$ cat src/rtl/seg_pkg.sv
// Shared types and constants for the segment address translator and its
// users of the segment register file.
package seg_pkg;

    localparam int DEF_ADDR_W    = 24;
    localparam int DEF_SEG_SHIFT = 8;
    localparam int DEF_OFS_W     = 16;
    localparam int SEG_W         = 16;

    typedef logic [1:0]            seg_id_t;
    typedef logic [SEG_W-1:0]      seg_t;
    typedef logic [DEF_ADDR_W-1:0] phys_addr_t;

    localparam seg_id_t SEG_ID_0 = 2'd0;
    localparam seg_id_t SEG_ID_1 = 2'd1;
    localparam seg_id_t SEG_ID_2 = 2'd2;
    localparam seg_id_t SEG_ID_3 = 2'd3;

    localparam seg_t SEG_RESET_1 = 16'hFFFF;

endpackage

$ cat src/rtl/pipe_stage.sv
// Generic valid/ready register slice: loads when empty or when the consumer
// takes the current word, otherwise holds data and valid stable.
module pipe_stage #(
    parameter int W = 8
) (
    input  logic         clk,
    input  logic         reset,
    input  logic         in_valid,
    output logic         in_ready,
    input  logic [W-1:0] in_data,
    output logic         out_valid,
    input  logic         out_ready,
    output logic [W-1:0] out_data
);

    assign in_ready = !out_valid || out_ready;

    always_ff @(posedge clk) begin
        if (reset) begin
            out_valid <= 1'b0;
            out_data  <= '0;
        end else if (in_ready) begin
            out_valid <= in_valid;
            // A bubble leaves the old word in place; only valid matters then.
            if (in_valid) out_data <= in_data;
        end
    end

endmodule

$ cat src/rtl/segment_addr_translator.sv
// Translates (segment id, offset) requests into physical bus addresses
// through a two-stage select/add pipeline with register-file write snooping.
module segment_addr_translator
    import seg_pkg::*;
#(
    parameter int ADDR_W    = DEF_ADDR_W,
    parameter int SEG_SHIFT = DEF_SEG_SHIFT,
    parameter int OFS_W     = DEF_OFS_W
) (
    input  logic              clk,
    input  logic              reset,
    input  seg_t              seg_regs [4],
    input  logic              seg_we,
    input  seg_id_t           seg_write_id,
    input  seg_t              seg_write_data,
    input  logic              req_valid,
    output logic              req_ready,
    input  seg_id_t           req_seg,
    input  logic [OFS_W-1:0]  req_offset,
    output logic              out_valid,
    input  logic              out_ready,
    output logic [ADDR_W-1:0] out_addr,
    output logic              out_wrap
);

    // Handshake: a word moves across any interface in a cycle where valid and
    // ready are both high at the clock edge; a producer holding valid keeps its
    // data stable until then, and ready never waits on valid of the same port.

    localparam int S1_W = SEG_W + OFS_W;
    localparam int S2_W = ADDR_W + 1;

    seg_t            seg_sel;
    logic [S1_W-1:0] s1_in;
    logic [S1_W-1:0] s1_q;
    logic            s1_valid;
    logic            s2_in_ready;
    logic [S2_W-1:0] sum;
    logic [S2_W-1:0] s2_q;

    // A write landing in the accept cycle wins over the stale register value.
    always_comb begin
        seg_sel = seg_regs[req_seg];
        if (seg_we && (seg_write_id == req_seg)) seg_sel = seg_write_data;
    end

    assign s1_in = {seg_sel, req_offset};

    pipe_stage #(.W(S1_W)) u_s1 (
        .clk       (clk),
        .reset     (reset),
        .in_valid  (req_valid),
        .in_ready  (req_ready),
        .in_data   (s1_in),
        .out_valid (s1_valid),
        .out_ready (s2_in_ready),
        .out_data  (s1_q)
    );

    // One extra bit above the address catches the carry out as the wrap flag.
    assign sum = (S2_W'(s1_q[S1_W-1 -: SEG_W]) << SEG_SHIFT)
               + S2_W'(s1_q[OFS_W-1:0]);

    pipe_stage #(.W(S2_W)) u_s2 (
        .clk       (clk),
        .reset     (reset),
        .in_valid  (s1_valid),
        .in_ready  (s2_in_ready),
        .in_data   (sum),
        .out_valid (out_valid),
        .out_ready (out_ready),
        .out_data  (s2_q)
    );

    assign out_addr = s2_q[ADDR_W-1:0];
    assign out_wrap = s2_q[ADDR_W];

endmodule
$ cat config.mk
export PLATFORM = sky130hd
export DESIGN_NAME = segment_addr_translator
export DESIGN_NICKNAME = d
export VERILOG_FILES = /design/src/rtl/seg_pkg.sv /design/src/rtl/pipe_stage.sv /design/src/rtl/segment_addr_translator.sv
export SDC_FILE = /design/constraint.sdc
export NUM_CORES = 1
export LEC_CHECK = 0
export CAP_MARGIN = 15
export CORE_MARGIN = 5
export CORE_UTILIZATION = 43
export DETAILED_ROUTE_END_ITERATION = 8
export PLACE_DENSITY_LB_ADDON = 0.3
export SETUP_SLACK_MARGIN = 0.02
export SYNTH_ARGS = -nofsm -noshare
export SYNTH_HDL_FRONTEND = slang
export SYNTH_SLANG_ARGS = --single-unit
$ cat constraint.sdc
create_clock -name clk -period 2.4 [get_ports clk]
set_input_delay 0.6 -clock clk [delete_from_list [all_inputs] [get_ports clk]]
set_output_delay 0.6 -clock clk [all_outputs]
set_load 0.02 [all_outputs]
==> impl_metrics.py <==
metrics = {
    "run": {
        "maxCapViolCount": 0,
    },
    "global_routing": {
        "grt_usage": 0.199,
        "grt_pass1_vias": 3080,
        "grt_max_degree": 49,
        "grt_overflow": 0,
        "antenna_found_initial": 1,
        "grt_pass1_wl_um": 14100,
    },
    "finish": {
        "antennaDiodeCount": 0,
        "syn2layout_area_growth_pct": 49.8,
        "layout.nets": 596,
        "finish.utilization": 0.660,
        "fillers": 603,
        "drive_gt1_frac": 0.107,
    },
    "die": {
        "initial_core_util": 0.441,
        "die_area_um2": 9260,
        "die_x_um": 96.2,
        "boundaryPins": 132,
        "core_area_um2": 7250,
        "placementRows": 31,
        "die_h_um": 96.2,
    },
    "synth": {
        "avgSynthCellArea_um2": 9.06,
        "synth_top_flop_cell": "dfxtp_1",
        "synth.area.top_cells": "dfxtp_1, mux4_2, nand2_1, a21oi_1, a211oi_1",
        "yosysTopAreaCellShare": 0.369,
        "synth_top_area_cell": "dfxtp_1",
        "yosys_register_bits": 59,
        "netlist_area_um2": 3200,
        "synth_cell_types": 46,
        "synthTopCellsByCount": "nand2_1, dfxtp_1, a21oi_1",
        "synth_edf_count": 0,
        "synth_fp_nets": 467,
        "synthCells": 353,
        "ys_warn_count": 0,
        "async_flop_share": 0,
        "ys_seq_area_frac": 0.369,
        "synth_most_common_cell": "nand2_1",
    },
    "critical_path": {
        "cp-endpoint": "req_ready",
        "cp_max_fo": 2,
        "r2r-start": "u_s1.out_data[8]$_SDFFE_PP0P_",
        "critical_path_required_ns": 1.80,
        "r2r_end": "u_s2.out_data[18]$_SDFFE_PP0P_",
        "rrSetupSlack_ns": 0.23,
        "start_kind": "input pin",
        "cp-end-kind": "output pin",
        "startpoint": "out_ready",
        "critPathKind": "in2out",
        "reg2reg_depth": 7,
        "cp_data_arrival_time_ns": 1.60,
    },
    "placed_design": {
        "numPortBuffers": 131,
        "place_congestion": 0.850,
        "hpwl_um": 6950,
        "dpl_worst_slack_ns": -0.0171,
    },
    "sta": {
        "setup_slack_ns": 0.204,
        "worstMarginPinSlew_ns": 0.644,
        "slew_headroom": 0.571,
        "drv_slew": 0,
        "finClkSkew_ns": 0.00721,
        "hold_viol_final": 0,
        "post-route-period-util": 0.915,
        "rsz0062_at_grt": "false",
        "period_needed_ns": 2.20,
        "fmax_mhz": 455,
        "setup_viol": 0,
        "holdWs_ns": 0.455,
    },
    "drt": {
        "routedWlPerCell_um": 14.7,
        "drt_iter0_markers": 134,
        "finalWirelength_um": 8600,
        "ant_nets": 0,
        "viasPerCell": 5.20,
        "first_pass_iters": 4,
        "drc": 0,
        "dr_total_vias": 3050,
    },
    "power_and_ir_drop": {
        "peakVddDrop_mv": 0.225,
        "power_density_nw_per_um2": 502,
        "p_leak_nw": 1.88,
    },
    "clock_tree": {
        "cts.repair.resized": 1,
        "hold_buffers": 0,
        "worstSkewPairLatency_ns": 0.34,
        "cts_root_buffer": "clkbuf_8",
        "clk_path_buf_depth": 2,
        "postCtsSetupRepairBufs": 0,
        "clock_sinks": 59,
        "clkTransAtPathRegs_ns": 0.06,
        "h-tree-depth": 3,
        "cts_tree": "yes",
        "cts_made_buffers": 9,
    },
    "outcome": {
        "status": "complete, no violations",
    },
    "min_path": {
        "hold_path.class": "reg2reg",
    },
}
==> cells by family after synthesis <==
group           Yosys count  share of synthesized area
simple gates            128                      0.180
compound gates           87                      0.185
flops                    59                      0.369
mux                      32                      0.163
buf+inv                  29                     0.0407
xor+xnor                  9                     0.0246
fa+ha+maj                 9                     0.0376
==> worst min path at each step <==
stage | endpoint | cells past startpoint | slack, ns | startpoint
floorplan | u_s2.out_data[0]$_SDFFE_PP0P_ | 2 | 0.43 | u_s1.out_data[0]$_SDFFE_PP0P_
finish | u_s2.out_data[2]$_SDFFE_PP0P_ | 2 | 0.45 | u_s1.out_data[2]$_SDFFE_PP0P_
CTS | u_s2.out_data[2]$_SDFFE_PP0P_ | 2 | 0.45 | u_s1.out_data[2]$_SDFFE_PP0P_
detailed placement | u_s2.out_data[2]$_SDFFE_PP0P_ | 2 | 0.44 | u_s1.out_data[2]$_SDFFE_PP0P_
global placement | u_s2.out_data[3]$_SDFFE_PP0P_ | 2 | 0.44 | u_s1.out_data[3]$_SDFFE_PP0P_
global route | u_s2.out_data[3]$_SDFFE_PP0P_ | 2 | 0.47 | u_s1.out_data[3]$_SDFFE_PP0P_
==> routing by layer <==
layer,GRT usage,routed length (um),part of all wire,vias up
met4,0.0723,169,0.020,2
met5,0,13,0.0015,-
met3,0.0813,755,0.088,14
li1,-,-,-,1535
met2,0.332,4180,0.49,116
met1,0.227,3480,0.40,1383
==> report_power, final <==
part | switching, mW | internal, mW | total, mW | leakage [nW]
combinational | 0.241 | 0.340 | 0.580 | 1.31
clock | 0.368 | 0.370 | 0.738 | 0.0812
sequential | 0.0448 | 1.04 | 1.09 | 0.485
total | 0.653 | 1.75 | 2.40 | 1.88
==> critical path: stages <==
cell and delay [ns]:
clkdlybuf4s50_1 0.41, nor2b_1 0.17, nand2_1 0.09, dlygate4sd2_1 0.33
==> state kept, by name, summed over array words and instances (netlist names) <==
register and count:
u_s1.out_data 32, u_s1.out_valid 1, u_s2.out_data 25, u_s2.out_valid 1
==> cell type report <==
| class | count | area (um2) | area share |
|---|---|---|---|
| clock inverters | 3 | 15.0 | 0.00313 |
| well taps | 99 | 124 | 0.0259 |
| clock buffers | 13 | 139 | 0.0290 |
| repair buffers | 143 | 1420 | 0.296 |
| flip-flops and latches | 59 | 1180 | 0.247 |
| multi-input cells | 265 | 1900 | 0.396 |
| inverters | 4 | 15.0 | 0.00313 |
==> metrics by stage <==
stage	TNS, ns	power, mW	instance area (um2)	cells
2_1_floorplan	0	1.41	3200	353
3_3_place_gp	0	1.68	4630	570
3_5_place_dp	-0.0171	1.69	4630	570
4_1_cts	0	2.43	4780	586
5_1_grt	0	2.54	4790	586
6_report	0	2.40	4790	586
==> cell usage in the layout (no fill, tap or decap), types with 8 or more instances in the layout <==
cell / synthesis / routed
nor2_1: 31 / 31
clkdlybuf4s50_1: 0 / 129
nand2_1: 68 / 68
ha_1: 8 / 8
clkbuf_8: 0 / 9
mux2i_1: 16 / 16
a211oi_1: 22 / 21
mux4_2: 16 / 16
a21oi_1: 40 / 40
buf_4: 4 / 10
dfxtp_1: 59 / 59
(Power assumes the default switching activity.)
